`src/rtl/uart_tx_sched.sv`:
```
// uart_tx_sched: two-port round-robin byte scheduler feeding uart_tx through a circular FIFO.
// Define UART_TX_SCHED_COUNT_EN to add the sent_count launch counter port.
module uart_tx_sched #(
    parameter int DEPTH = 16,
    parameter int AW    = $clog2(DEPTH)
) (
    input  logic        clk,
    input  logic        rst,
    input  logic        req0_valid,
    input  logic [7:0]  req0_data,
    output logic        req0_ready,
    input  logic        req1_valid,
    input  logic [7:0]  req1_data,
    output logic        req1_ready,
    output logic [7:0]  tx_data,
    output logic        tx_start,
    input  logic        tx_busy,
    output logic [AW:0] fifo_level,
    output logic        fifo_empty,
    output logic        fifo_full,
    output logic        idle
`ifdef UART_TX_SCHED_COUNT_EN
    ,
    output logic [31:0] sent_count
`endif
);

    if ((DEPTH < 2) || ((DEPTH & (DEPTH - 1)) != 0)) begin : g_bad_depth
        $error("uart_tx_sched: DEPTH must be a power of two >= 2");
    end

    typedef enum logic [1:0] {
        S_IDLE,
        S_HOLD,
        S_WAIT
    } state_t;

    localparam logic [AW:0] ONE  = (AW+1)'(1);
    localparam logic [AW:0] FULL = (AW+1)'(DEPTH);

    state_t      r_state;
    state_t      w_state_nxt;
    logic [7:0]  r_mem [DEPTH];
    logic [AW:0] r_wr;
    logic [AW:0] r_rd;
    logic        r_rr;
    logic [7:0]  r_tx_data;
    logic        r_tx_start;

    logic [AW:0] w_level;
    logic        w_full;
    logic        w_empty;
    logic        w_gnt0;
    logic        w_gnt1;
    logic        w_push;
    logic        w_pop;
    logic [7:0]  w_push_data;

    // Pointers carry a wrap bit, so the difference is the true occupancy.
    assign w_level = r_wr - r_rd;
    assign w_full  = (w_level == FULL);
    assign w_empty = (w_level == '0);

    always_comb begin
        w_gnt0 = 1'b0;
        w_gnt1 = 1'b0;
        if (!w_full) begin
            if (req0_valid && req1_valid) begin
                w_gnt0 = r_rr;
                w_gnt1 = !r_rr;
            end else begin
                w_gnt0 = req0_valid;
                w_gnt1 = req1_valid;
            end
        end
    end

    assign w_push      = w_gnt0 || w_gnt1;
    assign w_push_data = w_gnt0 ? req0_data : req1_data;

    // HOLD covers the cycle before uart_tx raises busy.
    always_comb begin
        w_state_nxt = r_state;
        w_pop       = 1'b0;
        unique case (r_state)
            S_IDLE: begin
                if (!w_empty && !tx_busy) begin
                    w_pop       = 1'b1;
                    w_state_nxt = S_HOLD;
                end
            end
            S_HOLD: w_state_nxt = S_WAIT;
            S_WAIT: begin
                if (!tx_busy) begin
                    w_state_nxt = S_IDLE;
                end
            end
            default: w_state_nxt = S_IDLE;
        endcase
    end

    always_ff @(posedge clk) begin
        if (rst) begin
            r_state    <= S_IDLE;
            r_wr       <= '0;
            r_rd       <= '0;
            r_rr       <= 1'b1;
            r_tx_data  <= '0;
            r_tx_start <= 1'b0;
        end else begin
            r_state    <= w_state_nxt;
            r_tx_start <= w_pop;
            if (w_pop) begin
                r_tx_data <= r_mem[r_rd[AW-1:0]];
                r_rd      <= r_rd + ONE;
            end
            if (w_push) begin
                r_wr <= r_wr + ONE;
                r_rr <= w_gnt1;
            end
        end
    end

    always_ff @(posedge clk) begin
        if (!rst && w_push) begin
            r_mem[r_wr[AW-1:0]] <= w_push_data;
        end
    end

`ifdef UART_TX_SCHED_COUNT_EN
    logic [31:0] r_sent;

    always_ff @(posedge clk) begin
        if (rst) begin
            r_sent <= '0;
        end else if (w_pop) begin
            r_sent <= r_sent + 32'd1;
        end
    end

    assign sent_count = r_sent;
`endif

    assign req0_ready = w_gnt0;
    assign req1_ready = w_gnt1;
    assign tx_data    = r_tx_data;
    assign tx_start   = r_tx_start;
    assign fifo_level = w_level;
    assign fifo_empty = w_empty;
    assign fifo_full  = w_full;
    assign idle       = w_empty && (r_state == S_IDLE) && !tx_busy;

endmodule

```
`config.mk`:
```
export PLATFORM = sky130hd
export DESIGN_NAME = uart_tx_sched
export DESIGN_NICKNAME = d
export VERILOG_FILES = /design/src/rtl/uart_tx_sched.sv
export SDC_FILE = /design/constraint.sdc
export NUM_CORES = 1
export LEC_CHECK = 0
export BUFFER_PORTS_ARGS = -buffer_cell sky130_fd_sc_hd__buf_2
export CORE_UTILIZATION = 62
export CTS_BUF_LIST = sky130_fd_sc_hd__clkbuf_8
export CTS_CLUSTER_SIZE = 25
export DETAILED_ROUTE_END_ITERATION = 6
export PLACE_DENSITY_LB_ADDON = 0.08
export SYNTH_ARGS = -nofsm -noshare
export SYNTH_HDL_FRONTEND = slang
export SYNTH_SLANG_ARGS = --single-unit
```
`constraint.sdc`:
```
create_clock -name clk -period 4.5 [get_ports clk]
set_clock_uncertainty 0.15 [all_clocks]
set_input_delay 1.125 -clock clk [delete_from_list [all_inputs] [get_ports clk]]
set_output_delay 1.125 -clock clk [all_outputs]
set_load 0.02 [all_outputs]
```
==> summary.md <==
| Metric | Value |
|---|---|
| Status | `complete, no violations` |
| All-Layer GR Usage | `26.1%` |
| Critical Path Fanout Max | `11` |
| Pwr Total | `4190 uW` |
| Clock sink count | `150` |
| Seq cells post-synth | `150` |
| Number of DRC markers in iteration 0 | `262` |
| Nets@finish | `460` |
| Yosys cell types | `40` |
| Syn avg cell area | `16.7 um2` |
| Cell seen most often among critical-path stages | `inv_1` |
| Buffers & Inverters on Critical Path | `4` |
| Setup TNS | `0 ns` |
| CTS Buf Count | `17` |
| Final wirelength | `12,400 um` |
| Leak | `0.00238 uW` |
| Max-slew violations | `0` |
| Port bufs | `39` |
| Via count of the routed design | `3,492` |
| Drt drc | `0` |
| WL/cell | `21.6 um` |
| CP max stage cell | `fa_1` |
| Io pins | `40` |
| RSZ-0062 raised after global routing | `false` |
| Final setup violation count | `0` |
| Largest net degree at the start of global routing | `36` |
| Final ANT Viol Nets | `0` |
| Core region area | `9730 um2` |
| Die height | `102 um` |
| Core Rows | `36` |
| Most frequent cells in the layout | `edfxtp_1 (128), buf_2 (39), mux4_2 (32), a21oi_1 (21), dfxtp_1 (21)` |
| Starting density of the core | `63.7%` |
| Min-Delay Path Depth | `2` |
| Initial antenna violation count | `0` |
| Reg2Reg Depth | `11` |
| Diode count | `0` |
| Detailed Place HPWL | `7980 um` |
| Ratio of cells with drive above 1 in the final layout | `29.4%` |
| YS warnings | `0` |
| Critical Path End Type | `output pin` |
| Tcrit/Tclk final | `93.8%` |
| Crit Path Class | `register to output pin` |
| Fmax | `237 MHz` |
| First-pass GRT wire length | `18,500 um` |
| Family with the most delay on the worst path | `adder cells` |
| PwrDens | `595 nW/um2` |
| Critical path's largest stage delay | `0.45 ns` |
| Grt ovf | `0` |
| H-Tree Depth | `4` |
| Vias in the first global route | `3,285` |
| CTS max path bufs | `2` |
| Drt first pass iters | `4` |
| Clk root buf | `clkbuf_8` |
| Die Footprint | `10,400 um2` |
| Final hold viol count | `0` |
| Seq/Total Area, Yosys | `69.1%` |
| Hold Crit Class | `register to register` |
| Worst-path clk slew | `0.07 ns` |
| Max-cap violations | `0` |
| Worst EP arrival | `2.95 ns` |
| Critical Path Stages | `11` |
| Layout area overhead | `13.6%` |
| CTS tree | `yes` |
| Crit start category | `register` |
| Clk_lat worst skew | `0.43 ns` |
| Vias/cell | `6.07` |
| Worst rel slew slack | `51.2%` |
| Peak VDD IR | `0.000347 V` |
| Post-layout min period | `4.22 ns` |
| Worst slew pin tran | `0.732 ns` |
| Synth Cell Area | `6200 um2` |
| Crit path required time | `3.22 ns` |
| RePlAce Congestion | `0.847` |
| Synth Instances | `372` |
| Fillers | `621` |
| Most common cell after layout, fill and taps aside | `edfxtp_1` |
| Crit-path cells | `inv_1 > ha_1 > inv_1 > fa_1 > nor3b_1 > nand4b_1 > a211oi_2 > buf_4 > nand2b_1 > a21oi_1 > buf_2` |
| Die X-Extent | `102 um` |
| Synth Net Count | `403` |
-- worst register-to-register path, cell delays in order (launching register included) --
cell,delay [ns]
dfxtp_1,0.35
inv_1,0.13
ha_1,0.17
inv_1,0.05
fa_1,0.40
xor2_1,0.23
nand4b_1,0.21
a211oi_2,0.11
buf_4,0.18
or2_2,0.44
nor4_1,0.49
buf_4,0.28
-- through the flow --
step	utilization, %	std cells	hold WS [ns]	area, um2	setup slack [ns]
after floorplan	-	372	0.314	6200	0.615
after global placement	67.9	543	0.312	6610	0.765
after detailed placement	67.9	543	0.315	6610	0.623
after CTS	72.3	575	0.326	7030	0.140
after global routing	72.4	575	0.360	7040	0.0352
final	72.4	575	0.327	7040	0.278
-- final timing paths --
kind	end	slack, ns	startpoint
worst max-delay path	req1_ready	0.28	r_wr[0]
worst min-delay path	tx_data[2]	0.33	tx_data[2]
worst max register to register	r_mem[1][3]	1.00	r_wr[0]
worst min register to register	tx_data[2]	0.33	tx_data[2]
-- logic make-up (layout without fill, tap and decap cells) --
kind of cell / after synthesis / in the layout / share of synthesized area (%)
compound gates: 60 / 60 / 5.82
simple gates: 77 / 77 / 6.81
flops: 150 / 150 / 69.1
xor+xnor: 3 / 3 / 0.424
mux: 42 / 42 / 13.4
buf+inv: 30 / 100 / 2.24
fa+ha+maj: 10 / 10 / 2.14
-- cells in the mapped netlist --
library cell / count / area share, %
nand2b_1: 9 / 0.91
clkbuf_1: 10 / 0.61
buf_2: 7 / 0.57
nor2_2: 1 / 0.10
a2bb2o_4: 1 / 0.32
o31ai_1: 2 / 0.24
buf_4: 2 / 0.24
ha_1: 9 / 1.8
o2111ai_1: 1 / 0.14
buf_6: 1 / 0.18
mux2i_1: 1 / 0.16
inv_4: 1 / 0.10
dfxtp_1: 22 / 7.1
nand3b_1: 3 / 0.36
nor2_1: 10 / 0.61
o22ai_1: 14 / 1.4
inv_1: 8 / 0.48
a311oi_1: 1 / 0.14
nor4_1: 4 / 0.40
a211oi_1: 1 / 0.12
a21oi_1: 21 / 1.7
or3_1: 5 / 0.50
a2111oi_0: 1 / 0.14
mux4_2: 32 / 12
and3_1: 1 / 0.10
nand4b_1: 1 / 0.14
xor2_1: 3 / 0.42
o21ai_0: 16 / 1.3
a41o_1: 1 / 0.16
a211o_1: 1 / 0.14
mux2_2: 9 / 1.6
nand2_1: 11 / 0.67
nor3_1: 17 / 1.4
edfxtp_1: 128 / 62
nor3b_1: 1 / 0.12
fa_1: 1 / 0.32
nand3_1: 4 / 0.32
or4_1: 9 / 1.1
buf_1: 1 / 0.061
or2_2: 1 / 0.10
-- per-layer routing --
| layer | vias to the layer above | share of wire [%] | track usage [%] | wire, um |
|---|---|---|---|---|
| met3 | 14 | 5.3 | 6.57 | 657 |
| li1 | 1613 | - | - | - |
| met2 | 130 | 49 | 41.8 | 6130 |
| met1 | 1735 | 43 | 35.4 | 5390 |
| met5 | - | 0 | 0 | 0 |
| met4 | 0 | 1.9 | 8.79 | 237 |
-- sequential cells by signal, indices dropped and copies added (netlist names) --
register and flops:
r_mem 128, r_rd 5, r_rr 1, r_state 2, r_wr 5, tx_data 8
tx_start 1
-- layout make-up --
class	instances	area, um2	area share (%)
clock buffer	17	234	3.32
clock inverter	15	194	2.76
inverter	9	36.3	0.515
multi-input combinational	192	1780	25.3
sequential	150	4290	60.9
tap	133	166	2.36
timing repair buffer	59	345	4.91
-- repair_timing --
action	in CTS	in global routing
resized for setup	0	1
endpoints found under the setup margin	0	1
setup buffers	0	0
hold buffers	0	0
-- power breakdown --
group	internal [uW]	switching [uW]
Combinational	516	836
Clock	645	457
Sequential	1680	51.1
Total	2850	1340
(Power assumes the default switching activity.)
